`src/rtl/maze_pkg.sv`:
```
// maze_pkg: shared types and wall-index helpers for the maze pose controller.
//   cmd_e       - button command encoding (FWD/BACK/LEFT/RIGHT)
//   heading_e   - compass heading, 0=N increasing clockwise
//   nav_state_e - controller FSM states
//   hor_idx()   - bit index of the north edge of cell (x,y) in hor_wall
//   ver_idx()   - bit index of the west edge of cell (x,y) in ver_wall
package maze_pkg;

    typedef enum logic [1:0] {
        CmdFwd   = 2'd0,
        CmdBack  = 2'd1,
        CmdLeft  = 2'd2,
        CmdRight = 2'd3
    } cmd_e;

    typedef enum logic [1:0] {
        HeadN = 2'd0,
        HeadE = 2'd1,
        HeadS = 2'd2,
        HeadW = 2'd3
    } heading_e;

    typedef enum logic [1:0] {
        StIdle   = 2'd0,
        StCheck  = 2'd1,
        StMove   = 2'd2,
        StRotate = 2'd3
    } nav_state_e;

    function automatic int hor_idx(input int x, input int y, input int w);
        return y * w + x;
    endfunction

    function automatic int ver_idx(input int x, input int y, input int w);
        return y * (w + 1) + x;
    endfunction

endpackage

```
`src/rtl/maze_wall_lookup.sv`:
```
// maze_wall_lookup: combinational wall check for one step out of cell (x,y).
//   x, y      - current cell
//   heading   - direction of the intended step
//   hor_wall  - north edges per cell, last row is the south border
//   ver_wall  - west edges per cell, last column is the east border
//   blocked   - step hits a wall or would leave the grid
module maze_wall_lookup
    import maze_pkg::*;
#(
    parameter int MAZE_W = 5,
    parameter int MAZE_H = 5
) (
    input  logic [$clog2(MAZE_W)-1:0]     x,
    input  logic [$clog2(MAZE_H)-1:0]     y,
    input  logic [1:0]                    heading,
    input  logic [(MAZE_H+1)*MAZE_W-1:0]  hor_wall,
    input  logic [MAZE_H*(MAZE_W+1)-1:0]  ver_wall,
    output logic                          blocked
);

    localparam int XW  = $clog2(MAZE_W);
    localparam int YW  = $clog2(MAZE_H);
    localparam int HIW = $clog2((MAZE_H + 1) * MAZE_W);
    localparam int VIW = $clog2(MAZE_H * (MAZE_W + 1));

    logic [HIW-1:0] hi;
    logic [VIW-1:0] vi;

    always_comb begin
        blocked = 1'b0;
        hi      = '0;
        vi      = '0;
        unique case (heading_e'(heading))
            HeadN: begin
                hi      = HIW'(hor_idx(int'(x), int'(y), MAZE_W));
                blocked = (y == '0) || hor_wall[hi];
            end
            HeadS: begin
                // South edge of (x,y) is the north edge of (x,y+1).
                hi      = HIW'(hor_idx(int'(x), int'(y) + 1, MAZE_W));
                blocked = (y == YW'(MAZE_H - 1)) || hor_wall[hi];
            end
            HeadW: begin
                vi      = VIW'(ver_idx(int'(x), int'(y), MAZE_W));
                blocked = (x == '0) || ver_wall[vi];
            end
            HeadE: begin
                vi      = VIW'(ver_idx(int'(x) + 1, int'(y), MAZE_W));
                blocked = (x == XW'(MAZE_W - 1)) || ver_wall[vi];
            end
            default: blocked = 1'b1;
        endcase
    end

endmodule

```
`src/rtl/maze_nav_ctrl.sv`:
```
// maze_nav_ctrl: player pose controller for the ray-cast maze renderer.
//   clk, reset_n         - clock, asynchronous active-low reset
//   tick                 - frame strobe that advances animations
//   cmd_valid/cmd/ready  - command handshake (0=FWD 1=BACK 2=LEFT 3=RIGHT)
//   hor_wall, ver_wall   - wall bitmaps, sampled only while checking a move
//   pos_x, pos_y         - current cell
//   sub_off              - progress toward the next cell
//   move_dir             - heading of the current/last move
//   angle                - camera yaw, 0=N, clockwise
//   busy, bump, done     - status: animating, move blocked, move/turn finished
// Define MAZE_NAV_CMD_QUEUE_EN to add a one-entry command buffer that accepts a
// command while busy and starts it right after the current one completes.
module maze_nav_ctrl
    import maze_pkg::*;
#(
    parameter int MAZE_W     = 5,
    parameter int MAZE_H     = 5,
    parameter int SUB_W      = 4,
    parameter int MOVE_STEP  = 4,
    parameter int ANGLE_W    = 8,
    parameter int ROT_STEP   = 16,
    parameter int START_X    = 0,
    parameter int START_Y    = 0,
    parameter int START_HEAD = 1
) (
    input  logic                          clk,
    input  logic                          reset_n,
    input  logic                          tick,
    input  logic                          cmd_valid,
    input  logic [1:0]                    cmd,
    output logic                          cmd_ready,
    input  logic [(MAZE_H+1)*MAZE_W-1:0]  hor_wall,
    input  logic [MAZE_H*(MAZE_W+1)-1:0]  ver_wall,
    output logic [$clog2(MAZE_W)-1:0]     pos_x,
    output logic [$clog2(MAZE_H)-1:0]     pos_y,
    output logic [SUB_W-1:0]              sub_off,
    output logic [1:0]                    move_dir,
    output logic [ANGLE_W-1:0]            angle,
    output logic                          busy,
    output logic                          bump,
    output logic                          done
);

    localparam int XW    = $clog2(MAZE_W);
    localparam int YW    = $clog2(MAZE_H);
    localparam int QTR_I = 2 ** (ANGLE_W - 2);

    localparam logic [ANGLE_W-1:0] QTR    = ANGLE_W'(QTR_I);
    localparam logic [ANGLE_W-1:0] ROT    = ANGLE_W'(ROT_STEP);
    localparam logic [SUB_W:0]     STEP   = (SUB_W + 1)'(MOVE_STEP);
    localparam logic [SUB_W:0]     CELL   = (SUB_W + 1)'(2 ** SUB_W);
    localparam logic [ANGLE_W-1:0] ANG_RST = ANGLE_W'(START_HEAD * QTR_I);

    if ((QTR_I % ROT_STEP) != 0) begin : g_bad_rot_step
        $error("ROT_STEP must divide the quarter turn");
    end
    if (((2 ** SUB_W) % MOVE_STEP) != 0) begin : g_bad_move_step
        $error("MOVE_STEP must divide the cell size");
    end

    nav_state_e          state_q, state_d;
    cmd_e                cmd_q, cmd_d;
    logic [XW-1:0]       pos_x_q, pos_x_d;
    logic [YW-1:0]       pos_y_q, pos_y_d;
    logic [SUB_W-1:0]    sub_q, sub_d;
    logic [1:0]          dir_q, dir_d;
    logic [ANGLE_W-1:0]  angle_q, angle_d;
    logic [ANGLE_W-1:0]  tgt_q, tgt_d;
    logic                done_q, done_d;
    logic                buf_valid_q, buf_valid_d;
    cmd_e                buf_cmd_q, buf_cmd_d;

    logic [1:0]          chk_dir;
    logic                blocked;
    logic                accept;
    logic [SUB_W:0]      sub_sum;

    // BACK walks opposite to the camera heading.
    assign chk_dir = (cmd_q == CmdBack) ? (angle_q[ANGLE_W-1 -: 2] ^ 2'd2)
                                        : angle_q[ANGLE_W-1 -: 2];

    maze_wall_lookup #(
        .MAZE_W (MAZE_W),
        .MAZE_H (MAZE_H)
    ) u_wall_lookup (
        .x        (pos_x_q),
        .y        (pos_y_q),
        .heading  (chk_dir),
        .hor_wall (hor_wall),
        .ver_wall (ver_wall),
        .blocked  (blocked)
    );

`ifdef MAZE_NAV_CMD_QUEUE_EN
    assign cmd_ready = !buf_valid_q;
`else
    assign cmd_ready = (state_q == StIdle);
`endif
    assign accept  = cmd_valid && cmd_ready;
    assign sub_sum = {1'b0, sub_q} + STEP;

    always_comb begin
        state_d     = state_q;
        cmd_d       = cmd_q;
        pos_x_d     = pos_x_q;
        pos_y_d     = pos_y_q;
        sub_d       = sub_q;
        dir_d       = dir_q;
        angle_d     = angle_q;
        tgt_d       = tgt_q;
        done_d      = 1'b0;
        buf_valid_d = buf_valid_q;
        buf_cmd_d   = buf_cmd_q;
        bump        = 1'b0;

        unique case (state_q)
            StIdle: begin
                if (accept) begin
                    cmd_d   = cmd_e'(cmd);
                    state_d = StCheck;
                end
            end
            StCheck: begin
                if (cmd_q == CmdLeft) begin
                    tgt_d   = angle_q - QTR;
                    state_d = StRotate;
                end else if (cmd_q == CmdRight) begin
                    tgt_d   = angle_q + QTR;
                    state_d = StRotate;
                end else if (blocked) begin
                    bump    = 1'b1;
                    state_d = StIdle;
                end else begin
                    dir_d   = chk_dir;
                    state_d = StMove;
                end
            end
            StMove: begin
                if (tick) begin
                    if (sub_sum == CELL) begin
                        sub_d   = '0;
                        done_d  = 1'b1;
                        state_d = StIdle;
                        unique case (heading_e'(dir_q))
                            HeadN: pos_y_d = pos_y_q - YW'(1);
                            HeadE: pos_x_d = pos_x_q + XW'(1);
                            HeadS: pos_y_d = pos_y_q + YW'(1);
                            HeadW: pos_x_d = pos_x_q - XW'(1);
                            default: ;
                        endcase
                    end else begin
                        sub_d = sub_sum[SUB_W-1:0];
                    end
                end
            end
            StRotate: begin
                if (tick) begin
                    angle_d = (cmd_q == CmdLeft) ? (angle_q - ROT) : (angle_q + ROT);
                    if (angle_d == tgt_q) begin
                        done_d  = 1'b1;
                        state_d = StIdle;
                    end
                end
            end
            default: state_d = StIdle;
        endcase

`ifdef MAZE_NAV_CMD_QUEUE_EN
        if (accept && (state_q != StIdle)) begin
            buf_valid_d = 1'b1;
            buf_cmd_d   = cmd_e'(cmd);
        end
        // A buffered command skips IDLE and goes straight to its check.
        if ((state_q != StIdle) && (state_d == StIdle) && buf_valid_q) begin
            state_d     = StCheck;
            cmd_d       = buf_cmd_q;
            buf_valid_d = 1'b0;
        end
`endif
    end

    always_ff @(posedge clk or negedge reset_n) begin
        if (!reset_n) begin
            state_q     <= StIdle;
            cmd_q       <= CmdFwd;
            pos_x_q     <= XW'(START_X);
            pos_y_q     <= YW'(START_Y);
            sub_q       <= '0;
            dir_q       <= 2'(START_HEAD);
            angle_q     <= ANG_RST;
            tgt_q       <= ANG_RST;
            done_q      <= 1'b0;
            buf_valid_q <= 1'b0;
            buf_cmd_q   <= CmdFwd;
        end else begin
            state_q     <= state_d;
            cmd_q       <= cmd_d;
            pos_x_q     <= pos_x_d;
            pos_y_q     <= pos_y_d;
            sub_q       <= sub_d;
            dir_q       <= dir_d;
            angle_q     <= angle_d;
            tgt_q       <= tgt_d;
            done_q      <= done_d;
            buf_valid_q <= buf_valid_d;
            buf_cmd_q   <= buf_cmd_d;
        end
    end

    assign pos_x    = pos_x_q;
    assign pos_y    = pos_y_q;
    assign sub_off  = sub_q;
    assign move_dir = dir_q;
    assign angle    = angle_q;
    assign busy     = (state_q != StIdle);
    assign done     = done_q;

endmodule

```
`config.mk`:
```
export PLATFORM = sky130hd
export DESIGN_NAME = maze_nav_ctrl
export DESIGN_NICKNAME = d
export VERILOG_FILES = /design/src/rtl/maze_pkg.sv /design/src/rtl/maze_wall_lookup.sv /design/src/rtl/maze_nav_ctrl.sv
export SDC_FILE = /design/constraint.sdc
export NUM_CORES = 1
export LEC_CHECK = 0
export ABC_AREA = 1
export BUFFER_PORTS_ARGS = -buffer_cell sky130_fd_sc_hd__buf_2
export CAP_MARGIN = 0
export CORE_MARGIN = 5
export CORE_UTILIZATION = 42
export DETAILED_ROUTE_END_ITERATION = 8
export MAX_ROUTING_LAYER = met4
export PLACE_DENSITY = 0.74
export SLEW_MARGIN = 20
export SYNTH_ARGS = -nofsm -noshare
export SYNTH_HDL_FRONTEND = slang
export SYNTH_HIERARCHICAL = 1
export SYNTH_SLANG_ARGS = --single-unit
```
`constraint.sdc`:
```
create_clock -name clk -period 4.3 [get_ports clk]
set_input_delay 0.645 -clock clk [delete_from_list [all_inputs] [get_ports clk]]
set_output_delay 0.645 -clock clk [all_outputs]
set_load 0.005 [all_outputs]
```
==> flow_metrics.env <==
export IMPL_wl_per_cell_um=11.6
export IMPL_synth_adder_area_share_pct=14.5
export IMPL_core_area_um2=8220
export IMPL_dp_slack_ns=0.252
export IMPL_drive_above_1_share_pct=17.6
export IMPL_first_pass_iters=5
export IMPL_rsz0062_at_grt="no"
export IMPL_first_iter_violations=144
export IMPL_cp_end_kind="output port"
export IMPL_row_count=33
export IMPL_slew_headroom_pct=58.2
export IMPL_final_hold_violation_count=0
export IMPL_grt_ovfl_total=0
export IMPL_syn2layout_area_growth_pct=14.9
export IMPL_rrSetupSlack_ns=0.95
export IMPL_htreeDepth=1
export IMPL_clock_latency_ns=0.27
export IMPL_synth_top_family_by_area="simple AND/OR/NAND/NOR gates"
export IMPL_drc=0
export IMPL_final_cell_area_um2=4080
export IMPL_gp_congestion=0.914
export IMPL_wl_mm=8.92
export IMPL_min_period_ns=4.13
export IMPL_final_common_cell="nand2_1"
export IMPL_p_int_uw=1460
export IMPL_place_area_um2=3980
export IMPL_cp_start_kind="flop"
export IMPL_combinationalPowerShare_pct=82.4
export IMPL_die_x_um=102
export IMPL_cts_path_max_buffers=2
export IMPL_cts_tree="built"
export IMPL_netlist_area_um2=3550
export IMPL_synth_seq_cells=23
export IMPL_synthDistinctLibCells=29
export IMPL_powerDensity_nw_per_um2=835
export IMPL_leakage_uw=0.00242
export IMPL_clk_pin_slew_ns=0.09
export IMPL_layout_worst_path_cycle_share_pct=96.0
export IMPL_dpl_cell_count=762
export IMPL_syn_inst=589
export IMPL_num_vias=3795
export IMPL_die_area_um2=10400
export IMPL_avgSynthCellArea_um2=6.02
export IMPL_setup_tns_ns=0
export IMPL_max_cap_viol_count=0
export IMPL_ir_drop_uv=403
export IMPL_viasPerCell=4.94
export IMPL_slew_viol_final=0
export IMPL_switching_power_uw=1950
export IMPL_finalNonFillerCells=768
export IMPL_ant_nets=0
export IMPL_switching_share_pct=57.2
export IMPL_fin_nets=767
export IMPL_setup_viol=0
export IMPL_hold_ws_ns=0.337
export IMPL_ios=90
export IMPL_clock_skew_ns=0.00379
export IMPL_synthSimpleGateAreaFrac_pct=38.7
export IMPL_yosysWarnings=6
export IMPL_port_buffers=83
export IMPL_floorplan_initialDensity_pct=43.2
export IMPL_arrival_ns=3.48
export IMPL_most_common_layout_cells="193 x nand2_1, 106 x inv_1, 102 x nand3_1"
export IMPL_clock_power_share_pct=4.2
export IMPL_crit_required_ns=3.65
export IMPL_synth_compound_area_share_pct=7.58
export IMPL_outcome="finished clean"
export IMPL_antenna_found_initial=0
export IMPL_worstSetupPathType="flop to output port"
export IMPL_grt_max_degree=46
export IMPL_power_frac_seq_pct=13.4
export IMPL_cts_root_buf="clkbuf_8"
export IMPL_worst_pin_slew_ns=0.627
export IMPL_numCtsBuffers=3
export IMPL_die_h_um=102
export IMPL_max_freq_mhz=242
export IMPL_synth_seq_area_share_pct=16.3
export IMPL_synth_xor_area_share_pct=6.10
export IMPL_hp_class="input port to asynchronous set/reset pin"
export IMPL_grt_pass1_vias=3499
export IMPL_hpwl_mm=7.21
export IMPL_diodes=0
export IMPL_grt_usage_pct=17.0
export IMPL_finalWorstSetupSlack_ns=0.172
export IMPL_grt_pass1_wl_mm=14.7
export IMPL_worstPathMaxFanout=8
export IMPL_cts_sinks=23
export IMPL_synthMuxAreaShare_pct=0.317
power groups by stage:
stage | Combinational (µW) | Clock [µW] | Sequential, µW
final | 2810 | 143 | 455
after global routing | 3160 | 152 | 473
after CTS | 2750 | 144 | 454
after detailed placement | 2740 | 0 | 454
after global placement | 2680 | 0 | 450
after floorplan | 2160 | 0 | 437
metal layers:
metal	wire, µm	vias up	part of all wire [%]	GRT usage, %
li1	-	1975	-	-
met1	3920	1705	44	21.2
met2	4380	105	49	30.2
met3	529	10	5.9	1.37
met4	96	0	1.1	3.83
met5	0	-	0	-
synth_stat cells:
| cell type | instances | area (µm²) |
|---|---|---|
| o21ai_1 | 2 | 10.0 |
| nand4_1 | 2 | 12.5 |
| buf_4 | 10 | 75.1 |
| xor2_2 | 2 | 32.5 |
| dfstp_2 | 3 | 78.8 |
| nand2_2 | 3 | 18.8 |
| buf_6 | 3 | 33.8 |
| inv_2 | 4 | 15.0 |
| nor2_1 | 13 | 48.8 |
| xnor2_1 | 10 | 87.6 |
| buf_2 | 11 | 55.1 |
| nand2_1 | 193 | 724 |
| nand3_2 | 2 | 20.0 |
| fa_1 | 7 | 140 |
| ha_1 | 30 | 375 |
| dfrtp_1 | 20 | 500 |
| inv_1 | 107 | 402 |
| nor2_2 | 1 | 6.26 |
| o21ai_0 | 19 | 95.1 |
| o211ai_1 | 9 | 67.6 |
| mux2_2 | 1 | 11.3 |
| o221ai_1 | 1 | 8.76 |
| xor2_1 | 11 | 96.3 |
| nor2_4 | 1 | 11.3 |
| o21a_1 | 1 | 7.51 |
| a21oi_1 | 16 | 80.1 |
| nor3_1 | 4 | 20.0 |
| conb_1 | 1 | 3.75 |
| nand3_1 | 102 | 510 |
through the flow:
step           power [µW]  util [%]
5_1_grt              3790      49.6
3_5_place_dp         3190      48.4
2_1_floorplan        2600         -
3_3_place_gp         3130      48.4
4_1_cts              3350      49.1
6_report             3400      49.6
area by class of cell:
type	count	area, µm²
fillers	802	4140
multi-input cells	436	2440
flip-flops and latches	23	582
repair buffers	89	460
inverters	111	417
well taps	105	131
clock buffers	3	41.3
clock inverters	1	7.51
sequential cells by signal (all words and copies together), names as in the netlist:
name      count
angle         4
pos_x         3
tgt_q         4
cmd_q         2
sub_off       2
move_dir      2
done          1
pos_y         3
state_q       2
cell families after synthesis:
kind of cell             count (synthesis)
AO/OA/AOI/OAI                           48
AND/OR/NAND/NOR                        321
multiplexers                             1
buffers and inverters                  135
other                                    1
adder cells (fa/ha/maj)                 37
XOR/XNOR                                23
flip-flops                              23
path summary, 6_finish.rpt:
check                      startpoint           to  cells after the start
hold / removal                reset_n     tgt_q[4]                      1
setup / recovery             pos_y[1]         bump                     19
setup reg to reg             pos_y[1]  move_dir[1]                     20
min in group clk             tgt_q[6]     tgt_q[6]                      2
hold reg to reg              tgt_q[6]     tgt_q[6]                      2
max in group asynchronous     reset_n     pos_y[0]                      1
worst max-delay path, cell delays in order, from the launching register on:
cell     delay (ns)
dfrtp_2        0.49
ha_4           0.21
xor2_2         0.16
ha_1           0.30
ha_1           0.32
fa_2           0.49
inv_2          0.12
nand3_1        0.09
nand2_1        0.07
nand2_1        0.04
nand2_1        0.06
nand2_1        0.05
nand3_1        0.09
nand2_1        0.08
nand2_1        0.07
nand3_1        0.07
nand2_1        0.08
inv_1          0.07
nor3_1         0.20
buf_2          0.15
timing repair:
item                                    in CTS  in global routing
resized for setup                            3                  6
hold buffers                                 0                  0
endpoints found under the setup margin       1                  1
pin swaps                                    0                  1
setup buffers                                0                  2
Power figures use the tool's default switching activity.
